## src/rtl/reg_bus_arbiter.sv

```systemverilog
// rtl/reg_bus_arbiter.sv - round-robin arbiter sharing one register bus between two masters
//
// Purpose: serialises register transactions from two masters onto a single
// register bus. Only one access is on the bus at a time. On contention the
// master that was not granted last wins. Read data is returned RD_LAT cycles
// after the read strobe.
//
// Ports:
//   clks, reset              clock, synchronous active-high reset
//   m0_*/m1_* req/we/addr/wdata   per-master request, held until ack
//   m0_ack/m1_ack            one-cycle completion pulse
//   m0_rdata/m1_rdata        per-master read data, held until that master's next read ack
//   cpu_wr/cpu_rd            one-cycle register write/read strobes
//   cpu_wr_addr/cpu_data_in  latched bus address and write data, held while idle
//   cpu_data_out             registered read data from the register block
//   arb_busy/arb_owner       FSM not idle / current or last granted master
`timescale 1ns/1ps
module reg_bus_arbiter #(
    parameter int CPU_ADDR_WIDTH = 12,
    parameter int CPU_DATA_WIDTH = 32,
    parameter int RD_LAT         = 2
) (
    input  logic                      clks,
    input  logic                      reset,
    input  logic                      m0_req,
    input  logic                      m0_we,
    input  logic [CPU_ADDR_WIDTH-1:0] m0_addr,
    input  logic [CPU_DATA_WIDTH-1:0] m0_wdata,
    input  logic                      m1_req,
    input  logic                      m1_we,
    input  logic [CPU_ADDR_WIDTH-1:0] m1_addr,
    input  logic [CPU_DATA_WIDTH-1:0] m1_wdata,
    output logic                      m0_ack,
    output logic                      m1_ack,
    output logic [CPU_DATA_WIDTH-1:0] m0_rdata,
    output logic [CPU_DATA_WIDTH-1:0] m1_rdata,
    output logic                      cpu_wr,
    output logic                      cpu_rd,
    output logic [CPU_ADDR_WIDTH-1:0] cpu_wr_addr,
    output logic [CPU_DATA_WIDTH-1:0] cpu_data_in,
    input  logic [CPU_DATA_WIDTH-1:0] cpu_data_out,
    output logic                      arb_busy,
    output logic                      arb_owner
);

    typedef enum logic [1:0] {IDLE, WR, RD_WAIT, DONE} state_t;

    // Counter value in the last RD_WAIT cycle; data is captured at the edge ending it.
    localparam logic [2:0] RD_LAST = 3'(RD_LAT - 1);

    state_t     state;
    state_t     state_nxt;
    logic       prio;       // master that wins the next simultaneous request
    logic [2:0] cnt;
    logic       any_req;
    logic       grant;
    logic       grant_we;
    logic       rd_last;

    always_comb begin
        any_req  = m0_req | m1_req;
        grant    = 1'b0;
        if (m0_req && m1_req) begin
            grant = prio;
        end else if (m1_req) begin
            grant = 1'b1;
        end
        grant_we = grant ? m1_we : m0_we;
        rd_last  = (state == RD_WAIT) && (cnt == RD_LAST);
    end

    always_comb begin
        state_nxt = state;
        case (state)
            IDLE:    if (any_req) state_nxt = grant_we ? WR : RD_WAIT;
            WR:      state_nxt = DONE;
            RD_WAIT: if (rd_last) state_nxt = DONE;
            DONE:    state_nxt = IDLE;
            default: state_nxt = IDLE;
        endcase
    end

    always_comb begin
        cpu_wr   = (state == WR);
        cpu_rd   = (state == RD_WAIT) && (cnt == 3'd0);
        m0_ack   = (state == DONE) && !arb_owner;
        m1_ack   = (state == DONE) && arb_owner;
        arb_busy = (state != IDLE);
    end

    always_ff @(posedge clks) begin
        if (reset) begin
            state       <= IDLE;
            prio        <= 1'b0;
            arb_owner   <= 1'b0;
            cnt         <= 3'd0;
            cpu_wr_addr <= '0;
            cpu_data_in <= '0;
            m0_rdata    <= '0;
            m1_rdata    <= '0;
        end else begin
            state <= state_nxt;
            if (state == IDLE && any_req) begin
                arb_owner   <= grant;
                prio        <= ~grant;
                cnt         <= 3'd0;
                cpu_wr_addr <= grant ? m1_addr  : m0_addr;
                cpu_data_in <= grant ? m1_wdata : m0_wdata;
            end
            if (state == RD_WAIT) begin
                cnt <= cnt + 3'd1;
            end
            if (rd_last) begin
                if (arb_owner) begin
                    m1_rdata <= cpu_data_out;
                end else begin
                    m0_rdata <= cpu_data_out;
                end
            end
        end
    end

endmodule

```

## config.mk

```make
export PLATFORM = sky130hd
export DESIGN_NAME = reg_bus_arbiter
export DESIGN_NICKNAME = d
export VERILOG_FILES = /design/src/rtl/reg_bus_arbiter.sv
export SDC_FILE = /design/constraint.sdc
export NUM_CORES = 1
export LEC_CHECK = 0
export CAP_MARGIN = 20
export CORE_ASPECT_RATIO = 0.8
export CORE_MARGIN = 2
export CORE_UTILIZATION = 45
export DETAILED_ROUTE_END_ITERATION = 7
export DONT_BUFFER_PORTS = 1
export PLACE_DENSITY = 0.69
export SLEW_MARGIN = 10
export SYNTH_ARGS = -nofsm -noshare
export SYNTH_HDL_FRONTEND = slang
export SYNTH_SLANG_ARGS = --single-unit
```

## constraint.sdc

```tcl
create_clock -name clks -period 1.5 [get_ports clks]
set_input_delay 0.3 -clock clks [delete_from_list [all_inputs] [get_ports clks]]
set_output_delay 0.3 -clock clks [all_outputs]
set_load 0.1 [all_outputs]
```

==> impl_metrics.csv, run 1 <==
group,metric,value,unit
die,core-area,9150,µm²
logic_synthesis,synth_top_area_share,53.7,%
sta,min_period_over_period,118,%
logic_synthesis,synth_warnings,0,
logic_synthesis,yosysTopAreaCell,"dfxtp_1",
global_route,antenna_found_initial,1,
worst_setup_path,cp-start-kind,"flip-flop",
sta,clock.fmax,0.567,GHz
worst_setup_path,crit_path_cell_trace,"inv_2 -> buf_6 -> ha_4 -> buf_6 -> nand3b_1 -> buf_4 -> or2_4 -> clkbuf_16 -> nand2_2 -> a21oi_1",
finish,seq_area,2310,µm²
power_and_ir_drop,ir_drop,1.61,mV
sta,skew,0.0109,ns
outcome,violations,"design-rule violations, negative hold slack, negative setup slack",
worst_setup_path,worst_path_most_repeated_cell,"buf_6",
logic_synthesis,syn_avg_cell_area,8.77,µm²
detailed_routing,top_layer_used,"met4",
finish,synthToLayoutAreaGrowth,59.8,%
die,die_area,10300,µm²
detailed_routing,first_pass_iters,8,
clock_network,clock_path_buffers,2,
finish,drive_gt1_share,43.5,%
worst_hold_path,hp-class,"in2reg",
sta,slew_violations,0,
global_route,grt_pass1_wl,23500,µm
finish,multi_input_area,2210,µm²
global_route,grt_start_max_net_pins,117,
placement,place_hpwl,8750,µm
die,rows,31,
global_route,groute.usage.overall,29.3,%
logic_synthesis,yosysSeqAreaShare,53.7,%
detailed_routing,antenna_left,0,
detailed_routing,wl_met1,5530,µm
clock_network,ctsHtreeMaxLevel,4,
power_and_ir_drop,power,13600,µW
sta,setup_viol,113,
die,pin_count,240,
worst_setup_path,critical_path.max_stage_delay,0.32,ns
clock_network,cts_buffers,17,
finish,fin_cells,755,
logic_synthesis,yosysUniqueCellTypes,26,
worst_setup_path,crit_required,1.78,ns
detailed_routing,drc,18,
worst_setup_path,crit_type,"reg2reg",
logic_synthesis,ys_ff_latch,115,
global_route,grt_pass1_vias,4466,
sta,worst_slack,-0.265,ns
sta,hold_viol_final,6,
sta,whs,-0.0255,ns
finish,nets,761,
logic_synthesis,synth.net_count,623,
clock_network,cts_sinks,115,
die,die_y,91.3,µm
detailed_routing,vias,4426,
die,start_util,46.8,%
clock_network,cts_tree,"built",
sta,tightest_slew,0.427,ns
logic_synthesis,syn_inst,489,
clock_network,root_buffer,"clkbuf_16",
sta,fin_crit,1.77,ns
global_route,gr-total-overflow,0,
run,maxCapViolations,0,
clock_network,path_clk_slew,0.05,ns
power_and_ir_drop,p_per_area,1990,nW/µm²
detailed_routing,via_per_inst,5.86,
placement,placed_cells,693,
placement,gp_congestion,0.805,
detailed_routing,wl_met2,8200,µm
clock_network,clock_latency,0.39,ns
worst_setup_path,crit_arrival,2.04,ns
power_and_ir_drop,leakage,0.00282,µW
sta,tns,-18.43,ns
logic_synthesis,synth_area_leaders,"dfxtp_1 54%, nand2_1 11%, a222oi_1 10%",
worst_setup_path,critPathBufInv,5,
detailed_routing,route.met3.wl,1760,µm
sta,max_slew_margin,71.5,%
worst_setup_path,cp-end-kind,"flip-flop",
sta,rsz0062_at_grt,"true",
logic_synthesis,synth_area,4290,µm²
worst_setup_path,cpMaxStageDelayCell,"dfxtp_2",
outcome,status,"finished, violations left",
die,die_x,113,µm
worst_setup_path,path_max_fanout,8,
placement,io_buffers,0,
detailed_routing,drt-initial-drc-count,546,
detailed_routing,drt-total-wl,16000,µm
worst_setup_path,crit_family,"buffers and inverters",
detailed_routing,wl_per_cell,21.1,µm
finish,fill_cells,603,
[synth_stat cells]
master and n:
nand2_1 131, dfxtp_1 115, a21oi_1 70, nor2_1 49, a222oi_1 44, buf_2 21, clkbuf_1 14, ha_1 8
inv_1 7, buf_6 5, nand2b_1 5, a311oi_1 3, nand3b_1 3, nor2b_1 2, a21boi_0 1, a21oi_2 1
a22o_1 1, and2_1 1, and3_1 1, and3b_1 1, clkbuf_2 1, o21ai_1 1, o31a_1 1, o41ai_1 1
or2_1 1, or2_2 1
[logic make-up (layout without fill, tap and decap cells)]
kind of cell | count (synthesis) | in the layout | synth area share (%)
other cells | 0 | 1 | 0
flops | 115 | 115 | 53.7
fa+ha+maj | 8 | 8 | 2.33
simple gates | 195 | 195 | 18.1
compound gates | 123 | 126 | 20.2
buf+inv | 48 | 195 | 5.72
[power by group]
group | switching (µW) | internal (µW)
registers | 258 | 3450
clock network | 1370 | 2470
logic | 4200 | 1900
total | 5820 | 7820
[layout make-up]
cell class / count / area share, %
repair buffers: 157 / 23.4
inverters: 7 / 0.383
diodes: 1 / 0.0365
clock buffers: 21 / 6.57
well taps: 115 / 2.10
clock inverters: 10 / 1.59
flip-flops and latches: 115 / 33.7
multi-input cells: 329 / 32.2
[repair_timing]
| action | CTS | global route |
|---|---|---|
| setup buffers | 15 | 6 |
| endpoints found under the hold margin | 113 | 113 |
| pin swaps | 25 | 41 |
| endpoints found under the setup margin | 115 | 116 |
| gates resized for setup | 44 | 89 |
| cloned | 15 | 2 |
[cells in the final DEF (no fill, tap or decap), types with 3 or more instances in the layout]
master / Yosys / final
bufbuf_16: 0 / 3
dfxtp_2: 0 / 4
buf_12: 0 / 14
buf_16: 0 / 4
clkbuf_16: 0 / 19
ha_4: 0 / 3
nand2_2: 0 / 14
a21oi_1: 70 / 39
nand3b_1: 3 / 3
nor2_1: 49 / 47
dfxtp_1: 115 / 110
nand2_4: 0 / 18
nand2b_1: 5 / 3
a21oi_4: 0 / 4
ha_1: 8 / 4
nand2_1: 131 / 99
a222oi_1: 44 / 44
inv_1: 7 / 4
buf_4: 0 / 120
a21oi_2: 1 / 31
clkbuf_1: 14 / 3
buf_6: 5 / 13
clkinv_2: 0 / 5
inv_2: 0 / 3
[path summary, 6_finish.rpt]
check / from / to / slack [ns] / depth (start not counted)
setup / recovery: state[0] / m1_rdata[30] / -0.27 / 10
hold / removal: reset / m1_rdata[17] / -0.03 / 1
setup reg to reg: state[0] / m1_rdata[30] / -0.27 / 10
hold reg to reg: m0_rdata[20] / m0_rdata[20] / 0.46 / 2
[stage by stage]
stage,cell area (µm²),worst slack [ns],utilization (%)
global placement,5380,-0.259,58.8
detailed placement,5380,-0.380,58.8
CTS,6590,-0.213,72.0
floorplan,4330,-0.0254,-
global route,6850,-0.340,74.8
finish,6850,-0.265,74.8
[worst reg2reg max path, delay by kind of cell, from the launching register on]
family,cells,cell delay [ns]
DFF,1,0.32
AOI/OAI and AO/OA,1,0.07
and+or+nand+nor,3,0.53
adders and majority gates,1,0.12
buffers and inverters,5,0.63
[registers in the layout (all words and copies together) (netlist names)]
name / flops
arb_owner: 1
cnt: 3
cpu_data_in: 32
cpu_wr_addr: 12
m0_rdata: 32
m1_rdata: 32
prio: 1
state: 2
[layer usage]
| layer | track usage [%] | vias to the layer above |
|---|---|---|
| li1 | - | 2008 |
| met1 | 31.0 | 2106 |
| met2 | 51.4 | 269 |
| met3 | 11.7 | 43 |
| met4 | 12.9 | 0 |
| met5 | 0 | - |
Power figures use the tool's default switching activity.
==> inputs of run 2 (changes only) <==
--- a/config.mk
+++ b/config.mk
@@ -12,6 +12,7 @@
 export DETAILED_ROUTE_END_ITERATION = 7
 export DONT_BUFFER_PORTS = 1
 export PLACE_DENSITY = 0.69
+export SKIP_CTS_REPAIR_TIMING = 1
 export SLEW_MARGIN = 10
 export SYNTH_ARGS = -nofsm -noshare
 export SYNTH_HDL_FRONTEND = slang
==> run 2 against run 1 <==
  * The run still ends with design-rule violations, negative hold slack, negative setup slack left
  * Via count fell by 1.9%
  * Largest cell class unchanged
  * Utilization fell by 1.1 points
  * Highest routed layer unchanged
  * Non-clock buffer count fell by 10
  * Global-route usage fell by 5.8 points
  * Cell area fell by 1.5%
  * Die area did not move
  * First-iteration DRC count fell by 1.3%
  * Maximum frequency fell by 0.66%
  * Largest power group unchanged
  * Final cell count fell by 1.7%
==> impl_metrics.csv, run 2 (synthesis gave the netlist of run 1 again) <==
group,metric,value,unit
power_and_ir_drop,ir_drop,1.50,mV
sta,slew_violations,0,
sta,max_slew_margin,76.7,%
die,die_x,113,µm
clock_network,clock_path_buffers,2,
detailed_routing,wl_per_cell,20.9,µm
clock_network,path_clk_slew,0.06,ns
clock_network,cts_tree,"built",
detailed_routing,drc,15,
worst_hold_path,hp-class,"in2reg",
die,rows,31,
finish,nets,748,
clock_network,ctsHtreeMaxLevel,4,
run,maxCapViolations,0,
die,die_area,10300,µm²
finish,seq_area,2310,µm²
sta,setup_viol,97,
sta,tns,-14.80,ns
global_route,busiest_layer,"met2",
global_route,use_met2,39.0,%
worst_setup_path,crit_arrival,2.10,ns
finish,final_common_cell,"buf_4",
sta,whs,-0.0244,ns
placement,place_hpwl,8750,µm
clock_network,cts_buffers,17,
clock_network,clock_latency,0.40,ns
detailed_routing,drt-total-wl,15500,µm
global_route,groute.usage.overall,23.5,%
outcome,violations,"design-rule violations, negative hold slack, negative setup slack",
worst_setup_path,crit_required,1.82,ns
clock_network,cts_sinks,115,
sta,skew,0.00959,ns
die,die_y,91.3,µm
power_and_ir_drop,power.switching,5640,µW
power_and_ir_drop,clockPowerShare,29.1,%
detailed_routing,drt-initial-drc-count,539,
global_route,met1_usage,26.4,%
sta,worst_slack,-0.277,ns
die,core-area,9150,µm²
finish,drive_gt1_share,45.5,%
power_and_ir_drop,sw_frac_of_total,42.8,%
finish,multi_input_area,2250,µm²
global_route,grt_pass1_wl,19400,µm
finish,finish.utilization,73.7,%
sta,hold_viol_final,6,
sta,min_period_over_period,118,%
placement,placed_cells,693,
power_and_ir_drop,leakage,0.00281,µW
outcome,status,"finished, violations left",
sta,fin_crit,1.78,ns
sta,rsz0062_at_grt,"true",
power_and_ir_drop,comb_power_share,42.9,%
power_and_ir_drop,intPower,7530,µW
global_route,gr-total-overflow,0,
detailed_routing,vias,4343,
worst_setup_path,crit_type,"reg2reg",
sta,tightest_slew,0.349,ns
placement,place_area,5380,µm²
finish,fill_cells,591,
detailed_routing,antenna_left,0,
global_route,grt_start_max_net_pins,117,
worst_setup_path,cp-end-kind,"flip-flop",
placement,io_buffers,0,
placement,gp_congestion,0.805,
power_and_ir_drop,p_per_area,1950,nW/µm²
global_route,grt_pass1_vias,3953,
die,pin_count,240,
worst_setup_path,cp-start-kind,"flip-flop",
finish,final_cell_mix,"118 x buf_4, 111 x dfxtp_1, 91 x nand2_1",
global_route,antenna_found_initial,1,
power_and_ir_drop,seqPwrFrac,28.0,%
finish,synthToLayoutAreaGrowth,57.4,%
detailed_routing,via_per_inst,5.85,
detailed_routing,first_pass_iters,8,
sta,clock.fmax,0.563,GHz
finish,final_area,6750,µm²
worst_setup_path,path_max_fanout,8,
finish,top_regs,"cpu_data_in x32, m0_rdata x32, m1_rdata x32",
global_route,grtUsageMet3,9.81,%
die,start_util,46.8,%
clock_network,root_buffer,"clkbuf_16",
finish,fin_cells,742,
==> run 2: cell count changes in the layout (fill, tap and decap cells not counted), sizes merged <==
cell and delta:
buf -14, a21oi -3, bufbuf -3, clkbuf +7
==> run 2: stage by stage <==
| stage | setup WS, ns | power (µW) |
|---|---|---|
| finish | -0.277 | 13200 |
| global route | -0.364 | 13600 |
| CTS | -0.418 | 12700 |
| detailed placement | -0.380 | 8910 |
| global placement | -0.259 | 8800 |
| floorplan | -0.0254 | 7780 |
==> run 2: layout make-up <==
class	instances	share of cell area, %
Clock inverter	10	1.61
Inverter	7	0.389
Multi-Input combinational cell	326	33.3
Timing Repair Buffer	147	21.6
Sequential cell	115	34.2
Tap cell	115	2.13
Antenna cell	1	0.0371
Clock buffer	21	6.68
==> run 2: path summary, 6_finish.rpt <==
kind                            slack (ns)  cells after the start          from           end
worst min register to register        0.46                      2  m0_rdata[21]  m0_rdata[21]
worst max register to register       -0.28                      9      state[1]  m1_rdata[20]
worst max-delay path                 -0.28                      9      state[1]  m1_rdata[20]
worst min-delay path                 -0.02                      1         reset  m1_rdata[17]
==> run 2: worst max-delay path: stages, from the launching register on <==
cell and delay [ns]:
dfxtp_2 0.33, buf_4 0.13, ha_4 0.14, buf_4 0.11
nand3b_1 0.14, buf_6 0.17, nor2_4 0.22, clkbuf_16 0.23
nand2_1 0.08, a21oi_1 0.15
==> run 2: layer usage <==
| metal | part of all wire [%] | vias to the layer above |
|---|---|---|
| li1 | - | 1970 |
| met1 | 35 | 2061 |
| met2 | 51 | 262 |
| met3 | 10 | 50 |
| met4 | 3.3 | 0 |
| met5 | 0 | - |
==> run 2: power by group through the flow <==
stage	clock network [µW]	logic [µW]	registers (µW)
floorplan	0	1600	6170
global placement	0	5100	3700
detailed placement	0	5190	3720
CTS	3860	5200	3670
global route	4030	5880	3720
finish	3830	5660	3690
